File: config.mk
export PLATFORM = sky130hd
export DESIGN_NAME = pool_feature_fsm
export DESIGN_NICKNAME = d
export VERILOG_FILES = /design/src/rtl/pool_feature_fsm.sv
export SDC_FILE = /design/constraint.sdc
export NUM_CORES = 1
export LEC_CHECK = 0
export ABC_AREA = 1
export CORE_UTILIZATION = 56
export CTS_CLUSTER_DIAMETER = 80
export CTS_CLUSTER_SIZE = 28
export DETAILED_ROUTE_END_ITERATION = 12
export GPL_TIMING_DRIVEN = 0
export PLACE_DENSITY = 0.86
export SETUP_SLACK_MARGIN = 0.5
export SLEW_MARGIN = 20
export SYNTH_ARGS = -nofsm -noshare
export SYNTH_HDL_FRONTEND = slang
export SYNTH_SLANG_ARGS = --single-unit
File: constraint.sdc
create_clock -name clk -period 5 [get_ports clk]
set_input_delay 0.5 -clock clk [delete_from_list [all_inputs] [get_ports clk]]
set_output_delay 0.5 -clock clk [all_outputs]
set_load 0.01 [all_outputs]
File: src/rtl/pool_feature_fsm.sv
// Max-pool + ReLU + requantize stage: reads POOL_SIZE conv words per channel,
// keeps a running max (floored at 0), shifts and saturates, writes one feature per channel.
module pool_feature_fsm #(
    parameter int IN_WIDTH     = 32,
    parameter int DATA_WIDTH   = 24,
    parameter int NUM_CHANNELS = 6,
    parameter int POOL_SIZE    = 4,
    parameter int SHIFT        = 8,
    parameter int ADDR_WIDTH   = 5
) (
    input  logic                       clk,
    input  logic                       rst_n,
    input  logic                       start,
    output logic                       busy,
    output logic                       done,
    output logic [ADDR_WIDTH-1:0]      conv_rd_addr,
    input  logic signed [IN_WIDTH-1:0] conv_rd_data,
    output logic                       feat_wen,
    output logic [ADDR_WIDTH-1:0]      feat_addr,
    output logic [DATA_WIDTH-1:0]      feat_din
);

    typedef enum logic [2:0] {
        IDLE,
        RD_ADDR,
        RD_DATA,
        WRITE,
        ALL_DONE
    } state_t;

    localparam logic [ADDR_WIDTH-1:0] LAST_CH  = ADDR_WIDTH'(NUM_CHANNELS - 1);
    localparam logic [ADDR_WIDTH-1:0] LAST_WIN = ADDR_WIDTH'(POOL_SIZE - 1);
    localparam logic [ADDR_WIDTH-1:0] POOL_A   = ADDR_WIDTH'(POOL_SIZE);
    localparam logic [IN_WIDTH-1:0]   SAT_MAX  = IN_WIDTH'((64'd1 << (DATA_WIDTH - 1)) - 64'd1);

    state_t                     state, state_nxt;
    logic [ADDR_WIDTH-1:0]      ch_pos, ch_nxt;
    logic [ADDR_WIDTH-1:0]      win_pos, win_nxt;
    logic [ADDR_WIDTH-1:0]      addr_nxt;
    logic signed [IN_WIDTH-1:0] run_max, max_nxt;
    logic [IN_WIDTH-1:0]        shifted;
    logic [DATA_WIDTH-1:0]      sat_val;

    always_ff @(posedge clk or negedge rst_n) begin
        if (!rst_n) begin
            state        <= IDLE;
            ch_pos       <= '0;
            win_pos      <= '0;
            run_max      <= '0;
            conv_rd_addr <= '0;
        end else begin
            state        <= state_nxt;
            ch_pos       <= ch_nxt;
            win_pos      <= win_nxt;
            run_max      <= max_nxt;
            conv_rd_addr <= addr_nxt;
        end
    end

    always_comb begin
        state_nxt = state;
        ch_nxt    = ch_pos;
        win_nxt   = win_pos;
        max_nxt   = run_max;
        addr_nxt  = conv_rd_addr;
        case (state)
            IDLE: begin
                if (start) begin
                    state_nxt = RD_ADDR;
                    ch_nxt    = '0;
                    win_nxt   = '0;
                    max_nxt   = '0;
                end
            end
            RD_ADDR: state_nxt = RD_DATA;
            RD_DATA: begin
                // Max starts at 0, so negative words never win: this is the ReLU.
                if (conv_rd_data > run_max) max_nxt = conv_rd_data;
                if (win_pos == LAST_WIN) begin
                    state_nxt = WRITE;
                end else begin
                    win_nxt   = win_pos + 1'b1;
                    state_nxt = RD_ADDR;
                end
            end
            WRITE: begin
                max_nxt = '0;
                win_nxt = '0;
                if (ch_pos == LAST_CH) begin
                    state_nxt = ALL_DONE;
                end else begin
                    ch_nxt    = ch_pos + 1'b1;
                    state_nxt = RD_ADDR;
                end
            end
            ALL_DONE: state_nxt = IDLE;
            default:  state_nxt = IDLE;
        endcase
        // Address is registered on entry to RD_ADDR so the buffer sees it a full cycle early.
        if (state_nxt == RD_ADDR) addr_nxt = ch_nxt * POOL_A + win_nxt;
    end

    assign shifted = $unsigned(run_max >>> SHIFT);
    assign sat_val = (shifted > SAT_MAX) ? SAT_MAX[DATA_WIDTH-1:0] : shifted[DATA_WIDTH-1:0];

    assign busy      = (state != IDLE);
    assign done      = (state == ALL_DONE);
    assign feat_wen  = (state == WRITE);
    assign feat_addr = feat_wen ? ch_pos : '0;
    assign feat_din  = feat_wen ? sat_val : '0;

endmodule

# Word-level counts from Yosys, hierarchy flattened
# Cells that the tools add are included.
[totals]
register_bits = 50
in_bits = 35
output_inout_bits = 37
elab_cells = 43
[op_classes]
n_addsub = 3
n_lt_le_gt_ge = 2
n_eq_ne = 10
muxes = 16
n_reduce_logical = 6
[ops]
columns = ["operator", "count"]
rows = [
  ["32-bit case mux with 3 select lines", 1],
  ["32-bit two-way mux", 2],
  ["24-bit two-way mux", 2],
  ["32-bit by 23-bit > comparator with 1-bit output, second input constant", 1],
  ["32-bit > comparator", 1],
  ["5-bit two-way mux", 5],
  ["5-bit case mux with 3 select lines", 1],
  ["3-bit case mux with 4 select lines", 1],
  ["5-bit by 1-bit adder with 5-bit output, second input constant", 2],
  ["5-bit case mux with 2 select lines", 1],
  ["3-bit by 1-bit equality test with 1-bit output, second input constant", 2],
  ["3-bit by 2-bit equality test with 1-bit output, second input constant", 2],
  ["3-bit two-way mux", 2],
  ["2-bit inequality test, second input constant", 3],
  ["3-bit AND reduction", 2],
  ["3-bit nonzero test", 2],
  ["5-bit adder", 1],
  ["5-bit by 2-bit equality test with 1-bit output, second input constant", 1],
  ["5-bit by 3-bit equality test with 1-bit output, second input constant", 1],
  ["3-bit equality test, second input constant", 1],
  ["3-bit logical NOT", 1],
  ["2-bit two-way mux", 1],
  ["2-bit nonzero test", 1],
]

# Logic depth before layout (Yosys ltp)
# Gate-level depths: netlist of the first run.
[logic_depth]
word_depth = 4
mapped_depth = 20
mapped_depth_nobuf = 19

# Least setup slack after synthesis of the first run
# Ideal clock, no wire load.
[synth_timing]
path_kind = "input to register"
startpoint = "in start"
endpoint = "reg conv_rd_addr[4]"
setup_time_ns = 0.117
t_arrival_ns = 2.246
required_ns = 4.883
setup_slack_ns = 2.636
stages = 12
path_buffers = 1
path_cell_list = "inv_1 > nand2_1 > nand2_1 > inv_2 > clkbuf_1 > o32ai_1 > ha_1 > fa_1 > xnor2_1 > or2_0 > nand3_1 > nand2_1"
[synth_via]
elab_chain_len = 3
word_cells_on_any_way = 8
cone_classes = "add/sub: 1; eq/ne: 1; mux: 6"
[synth_rtl]
columns = ["item", "line_no", "rtl"]
rows = [
  ["start: declaration", "13", "input logic start,"],
  ["5-bit two-way mux", "68", "if (start) begin"],
  ["5-bit case mux with 3 select lines", "66", "case (state)"],
  ["via win_nxt[2]", "38", "logic [ADDR_WIDTH-1:0] win_pos, win_nxt;"],
  ["5-bit adder", "100", "if (state_nxt == RD_ADDR) addr_nxt = ch_nxt * POOL_A + win_nxt;"],
  ["end signal: assignment", "56", "conv_rd_addr <= addr_nxt;"],
  ["end: declaration", "16", "output logic [ADDR_WIDTH-1:0] conv_rd_addr,"],
]
# The timed path passes the listed nets, and every way through them passes these cells. The select of a mux whose other input is x is not followed.
# A chain may end at the register's enable or synchronous reset.

# Worst setup path in the final report of the first run
[layout_timing]
startpoint = "reg state[2]"
endpoint = "out feat_din[14]"
[layout_via]
elab_chain_len = 2
[layout_rtl]
columns = ["item", "line_no", "rtl"]
rows = [
  ["start: declaration", "36", "state_t state, state_nxt;"],
  ["start signal: assignment", "52", "state <= state_nxt;"],
  ["3-bit by 2-bit equality test with 1-bit output", "108", "assign feat_wen = (state == WRITE);"],
  ["24-bit two-way mux", "110", "assign feat_din = feat_wen ? sat_val : '0;"],
  ["end: declaration", "20", "output logic [DATA_WIDTH-1:0] feat_din"],
]
# Every way passes these cells.

==> reports/metrics.yaml, run 1 <==
outcome:
  status: "completed"
clock_tree:
  clockBufferDepth: 2
  cts_max_level: 2
  cts_tree: "done"
  clock-sinks: 50
  clk_pin_slew_ns: 0.09
  holdBufCountCts: 0
  cts_buffers: 5
  clock_tree.root_cell: "clkbuf_8"
  post_cts_buffers: 0
  clk_latency_ns: 0.31
  ctsResizeCount: 0
setup_path:
  rr_endpoint: "conv_rd_addr[4]"
  critPathCaptureType: "output port"
  crit_path_max_fanout: 10
  reg2reg_setup_slack_ns: 2.22
  critical_path.startpoint_type: "flop"
  worstSetupStartpoint: "state[2]"
  timing.rr.start: "state[1]"
  endpoint: "feat_din[14]"
  r2r_cells: 12
  cp.arrival_ns: 2.38
  required_ns: 4.50
  critPathKind: "flop to output port"
sta:
  fin_crit_sh: 0.577
  slew_headroom: 0.570
  whs_ns: 0.213
  tns_ns: 0
  hold_viol: 0
  tightestPinTransition_ns: 0.645
  rsz0062_at_grt: "false"
  max_freq_mhz: 347
  setup_viol: 0
  finalClockSkew_ns: 0.00622
  period_needed_ns: 2.88
  slew_viol_final: 0
detailed_routing:
  drt-pass1-iter-count: 4
  viasPerCell: 5.21
  wl_um: 8510
  vias: 3380
  wl_per_cell_um: 13.1
  drc: 0
  drt.antenna.violating_nets: 0
  drtIter0Drc: 157
yosys:
  post-synth-top-count-cell: "nand2_1"
  yosys.area.top_type: "dfrtp_1"
  synth_top_area_frac: 0.354
  yosys_warnings: 0
  avgSynthCellArea_um2: 7.12
  ys_seq_elements: 50
  synth-edff-count: 0
  syn-cell-area_um2: 3530
  async_flop_share: 1.00
  syn-num-nets: 568
  synth_flop_cell: "dfrtp_1"
  synth_area_leaders: "dfrtp_1 (35%), ha_1 (13%), nand2_1 (13%)"
  synth_common_cells: "nand2_1 (120), inv_1 (94), nor2_1 (52)"
  synth_seq_area_share: 0.354
  synth.distinct_cells: 32
  postSynthCellCount: 496
global_routing:
  grt_max_degree: 51
  grt-ovfl-total: 0
  grt_pass1_wl_um: 13800
  antenna_found_initial: 0
  grt.total_usage: 0.272
  first_global_vias: 3169
power:
  powerDensity_nw_per_um2: 191
  peakVddDrop_uv: 149
  cellLeakagePower_nw: 2.36
final_layout:
  area_growth_pct: 25.1
  final_nets: 645
  drive_gt1_frac: 0.0453
  n_antenna_cell: 0
floorplan:
  core_area_um2: 5990
  initial_core_util: 0.589
  num_rows: 28
  die_w_um: 81.4
  io_pins: 72
  die_area_um2: 6630
  die_h_um: 81.4
placement:
  hpwlAfterDp_um: 6520
  place_congestion: 0.856
  io_buffer_count: 70
min_path:
  hold_class: "primary input to asynchronous set/reset pin"
flow_run:
  max_cap_violations: 0
## worst max-delay path, stage by stage, from the launching register on
cell and delay [ns]:
dfrtp_1 0.40, inv_1 0.10, nand3_2 0.11, clkbuf_1 0.41, buf_1 0.43, a21oi_1 0.11
clkdlybuf4s50_1 0.51
## flip-flops by register name, summed over array words and instances, names as in the netlist
name	cells
run_max	32
ch_pos	5
conv_rd_addr	5
win_pos	5
state	3
## area by class of cell
type | instances | area (um2)
Timing Repair Buffer | 70 | 698
Multi-Input combinational cell | 331 | 1810
Tap cell | 75 | 93.8
Clock buffer | 6 | 82.6
Buffer | 19 | 113
Sequential cell | 50 | 1250
Clock inverter | 2 | 12.5
Fill cell | 455 | 1570
Inverter | 96 | 360
## cells in the final DEF (no fill, tap or decap), drive strengths merged, types with 2 or more instances in the layout
master,n
a21oi,39
buf,12
clkdlybuf4s50,69
xnor2,2
o21a,2
inv,96
ha,36
nand4,5
o21ai,14
nand3,42
nand2,122
nor3,4
o22ai,3
xor2,2
dfrtp,50
nor2,53
clkbuf,14
## worst min path at each step
stage	slack, ns	cells past startpoint	endpoint
2_1_floorplan	0.20	0	ch_pos[0]
3_3_place_gp	0.45	2	run_max[19]
3_5_place_dp	0.46	2	run_max[16]
4_1_cts	0.24	1	run_max[5]
5_1_grt	0.26	1	run_max[5]
6_report	0.21	1	run_max[5]
## per-stage QoR
stage                     utilization  setup slack [ns]  cell area [um2]  instances  power (W)
final                           0.737              2.12             4420        649   0.000845
after global routing            0.737              1.94             4420        649   0.000889
after CTS                       0.737              2.12             4420        649   0.000852
after detailed placement        0.722              1.81             4320        641   0.000604
after global placement          0.722              1.87             4330        641   0.000594
after floorplan                     -              2.64             3530        496   0.000537
## metal layers
layer,part of all wire,GRT usage
met2,0.50,0.505
met1,0.42,0.323
met5,0,0
met4,0.016,0.0821
met3,0.067,0.0360
## kinds of logic (layout without fill, tap and decap cells)
logic type,after synthesis,count (layout),synth area share
xor gates and xnor gates,4,4,0.00992
buffers and inverters,115,193,0.134
and+or+nand+nor,228,228,0.273
AOI/OAI and AO/OA,61,61,0.0943
adders and majority gates,37,37,0.133
DFF,50,50,0.354
other,1,1,0.00106
## power breakdown
part	total [W]	switching [W]	internal [W]
combinational	0.000161	0.0000898	0.0000715
clock	0.000248	0.000136	0.000111
sequential	0.000436	0.0000112	0.000425
total	0.000845	0.000238	0.000608
Note: power is estimated with default switching activity, not from simulation.
==> inputs of run 2 (changes only) <==
--- a/config.mk
+++ b/config.mk
@@ -6,12 +6,12 @@
 export NUM_CORES = 1
 export LEC_CHECK = 0
 export ABC_AREA = 1
-export CORE_UTILIZATION = 56
+export CORE_UTILIZATION = 47
 export CTS_CLUSTER_DIAMETER = 80
 export CTS_CLUSTER_SIZE = 28
 export DETAILED_ROUTE_END_ITERATION = 12
 export GPL_TIMING_DRIVEN = 0
-export PLACE_DENSITY = 0.86
+export PLACE_DENSITY = 0.77
 export SETUP_SLACK_MARGIN = 0.5
 export SLEW_MARGIN = 20
 export SYNTH_ARGS = -nofsm -noshare
==> constraint.sdc (replaced) <==
create_clock -name clk -period 2.6 [get_ports clk]
set_input_delay 0.26 -clock clk [delete_from_list [all_inputs] [get_ports clk]]
set_output_delay 0.26 -clock clk [all_outputs]
set_load 0.01 [all_outputs]
==> run 2 against run 1 <==
  * Clock skew is essentially flat
  * Sequential power grew 94%
  * First-iteration DRC count shrank 0.64%
  * Setup slack lost 1.8 ns
  * Die area grew 19%
  * Critical path type is now flop to flop
  * Worst hold slack gained 0.17 ns
  * Critical path depth grew 8
  * Combinational power grew to 2.7 times the previous value
  * Sequential share of layout area shrank 4.6 points
  * Cell count grew 9.1%
  * Register-to-register slack lost 1.9 ns
==> reports/metrics.yaml, run 2 (synthesis gave the netlist of run 1 again) <==
clock_tree:
  clockBufferDepth: 2  # unchanged
  clk_latency_ns: 0.31  # about the same
  cts_max_level: 2  # unchanged
  cts_buffers: 5  # unchanged
  cts_tree: "done"
  clock_tree.root_cell: "clkbuf_8"
  clk_pin_slew_ns: 0.10  # about the same
  clock-sinks: 50  # unchanged
final_layout:
  top_register: "run_max"
  n_antenna_cell: 0  # unchanged
  layout_common_cells: "inv_1 (82), nand2_1 (73), dfrtp_1 (49)"
  finalNonFillerCells: 708  # +9.1%
  drive_gt1_frac: 0.274  # +0.229
  fin_util: 0.728  # -0.00951
  final_nets: 680  # +5.4%
  final_common_cell: "inv_1"
  area_growth_pct: 49.5
  largest_register_ffs: 32  # unchanged
global_routing:
  grt-ovfl-total: 0  # unchanged
  grt_pass1_wl_um: 14700  # +6.2%
  grt.total_usage: 0.240  # -0.0323
  antenna_found_initial: 0  # unchanged
  grt_max_degree: 51  # unchanged
  first_global_vias: 3365  # +6.2%
sta:
  tightestPinTransition_ns: 0.644  # -0.000754 ns
  rsz0062_at_grt: "true"
  slew_viol_final: 0  # unchanged
  setup_viol: 0  # unchanged
  finalClockSkew_ns: 0.00647  # +0.000246 ns
  fin_crit_sh: 0.883
  max_freq_mhz: 435
  hold_viol: 0  # unchanged
  slew_headroom: 0.571  # about the same
  tns_ns: 0  # unchanged
  period_needed_ns: 2.30
setup_path:
  slowest_stage: "dfrtp_2"
  required_ns: 2.81  # -1.69 ns
  critical_path.startpoint_type: "flop"
  crit_top_cell: "nand2_1"
  critical_path.cell_chain: "nor3_4 -> inv_2 -> nand2_1 -> nand2_2 -> nor2_4 -> inv_2 -> nand2_1 -> o21ai_2 -> ha_2 -> fa_2 -> xnor2_2 -> or2_0 -> nand3_1 -> nand2_1"
  max_stage_delay_ns: 0.47  # -0.04 ns
  critPathCaptureType: "flop"
  cp.arrival_ns: 2.50  # +0.12 ns
  r2r_cells: 14  # +2
  path_depth: 14  # +8
  critPathBufInv: 2  # -2
  cp_top_family: "simple AND/OR/NAND/NOR gates"
  crit_path_max_fanout: 6  # -4
  critPathKind: "flop to flop"
detailed_routing:
  drt-pass1-iter-count: 4  # unchanged
  wl_um: 10200  # +20%
  drc: 0  # unchanged
  vias: 3645  # +7.8%
  drt.antenna.violating_nets: 0  # unchanged
  drtIter0Drc: 156  # -0.64%
  wl_per_cell_um: 14.4  # +10%
  viasPerCell: 5.15  # -1.1%
floorplan:
  initial_core_util: 0.487  # -0.103
  die_area_um2: 7860  # +19%
  core_area_um2: 7250  # +21%
  die_w_um: 88.7  # +8.9%
  die_h_um: 88.7  # +8.9%
  num_rows: 31  # +11%
  io_pins: 72  # unchanged
power:
  peakVddDrop_uv: 289  # +95%
  powerDensity_nw_per_um2: 337  # +76%
  cellLeakagePower_nw: 2.89  # +22%
  fin_total_pwr_w: 0.00178  # +110%
flow_run:
  max_cap_violations: 0  # unchanged
outcome:
  status: "completed"
min_path:
  hold-path-cell-count: 5
  hold_class: "primary input to flop"
placement:
  hpwlAfterDp_um: 6330  # -2.9%
  io_buffer_count: 70  # unchanged
  dp.cells: 665  # +3.7%
  place_congestion: 0.866  # +1.2%
-- run 2: area by class of cell --
type | count | area (um2)
well taps | 99 | 124
fillers | 522 | 1970
flip-flops and latches | 50 | 1250
repair buffers | 105 | 1010
inverters | 96 | 363
clock buffers | 6 | 82.6
plain buffers | 19 | 174
multi-input cells | 331 | 2260
clock inverters | 2 | 12.5
-- run 2: timing repair --
item | in CTS | in global routing
setup endpoints to repair | 62 | 50
hold endpoints to repair | 49 | 0
pin swaps | 6 | 31
gates resized for setup | 46 | 124
cloned | 0 | 3
hold buffers | 1 | 0
setup buffers | 12 | 19
-- run 2: final timing paths --
kind	slack [ns]	to	startpoint
setup / recovery	0.30	conv_rd_addr[4]	state[0]
hold / removal	0.38	run_max[5]	conv_rd_data[5]
setup reg to reg	0.30	conv_rd_addr[4]	state[0]
hold reg to reg	0.49	run_max[24]	run_max[24]
max in group asynchronous	1.61	state[0]	rst_n
min in group asynchronous	0.52	run_max[4]	rst_n
-- run 2: stage by stage --
stage | worst slack, ns | hold slack (ns) | area (um2)
finish | 0.303 | 0.380 | 5280
global placement | -0.227 | 0.453 | 4360
global route | 0.166 | 0.379 | 5280
floorplan | 0.393 | -0.0356 | 3540
CTS | 0.286 | 0.480 | 4630
detailed placement | -0.108 | 0.322 | 4360
-- run 2: metal layers --
metal / track usage / part of all wire / up-vias
met5: 0 / 0 / -
met4: 0.0689 / 0.025 / 0
met3: 0.0438 / 0.045 / 25
met2: 0.444 / 0.52 / 98
met1: 0.283 / 0.41 / 1753
li1: - / - / 1769
-- run 2: tightest hold or removal path, cell delays in order --
cell	delay (ns)
dlymetal6s2s_1	0.16
inv_1	0.07
nor2_1	0.04
nand3_1	0.07
nand2_1	0.05
-- run 2: where the power goes --
group	switching [W]	internal (W)	total, W
combinational	0.000226	0.000215	0.000441
sequential	0.0000303	0.000817	0.000847
clock	0.000275	0.000215	0.000490
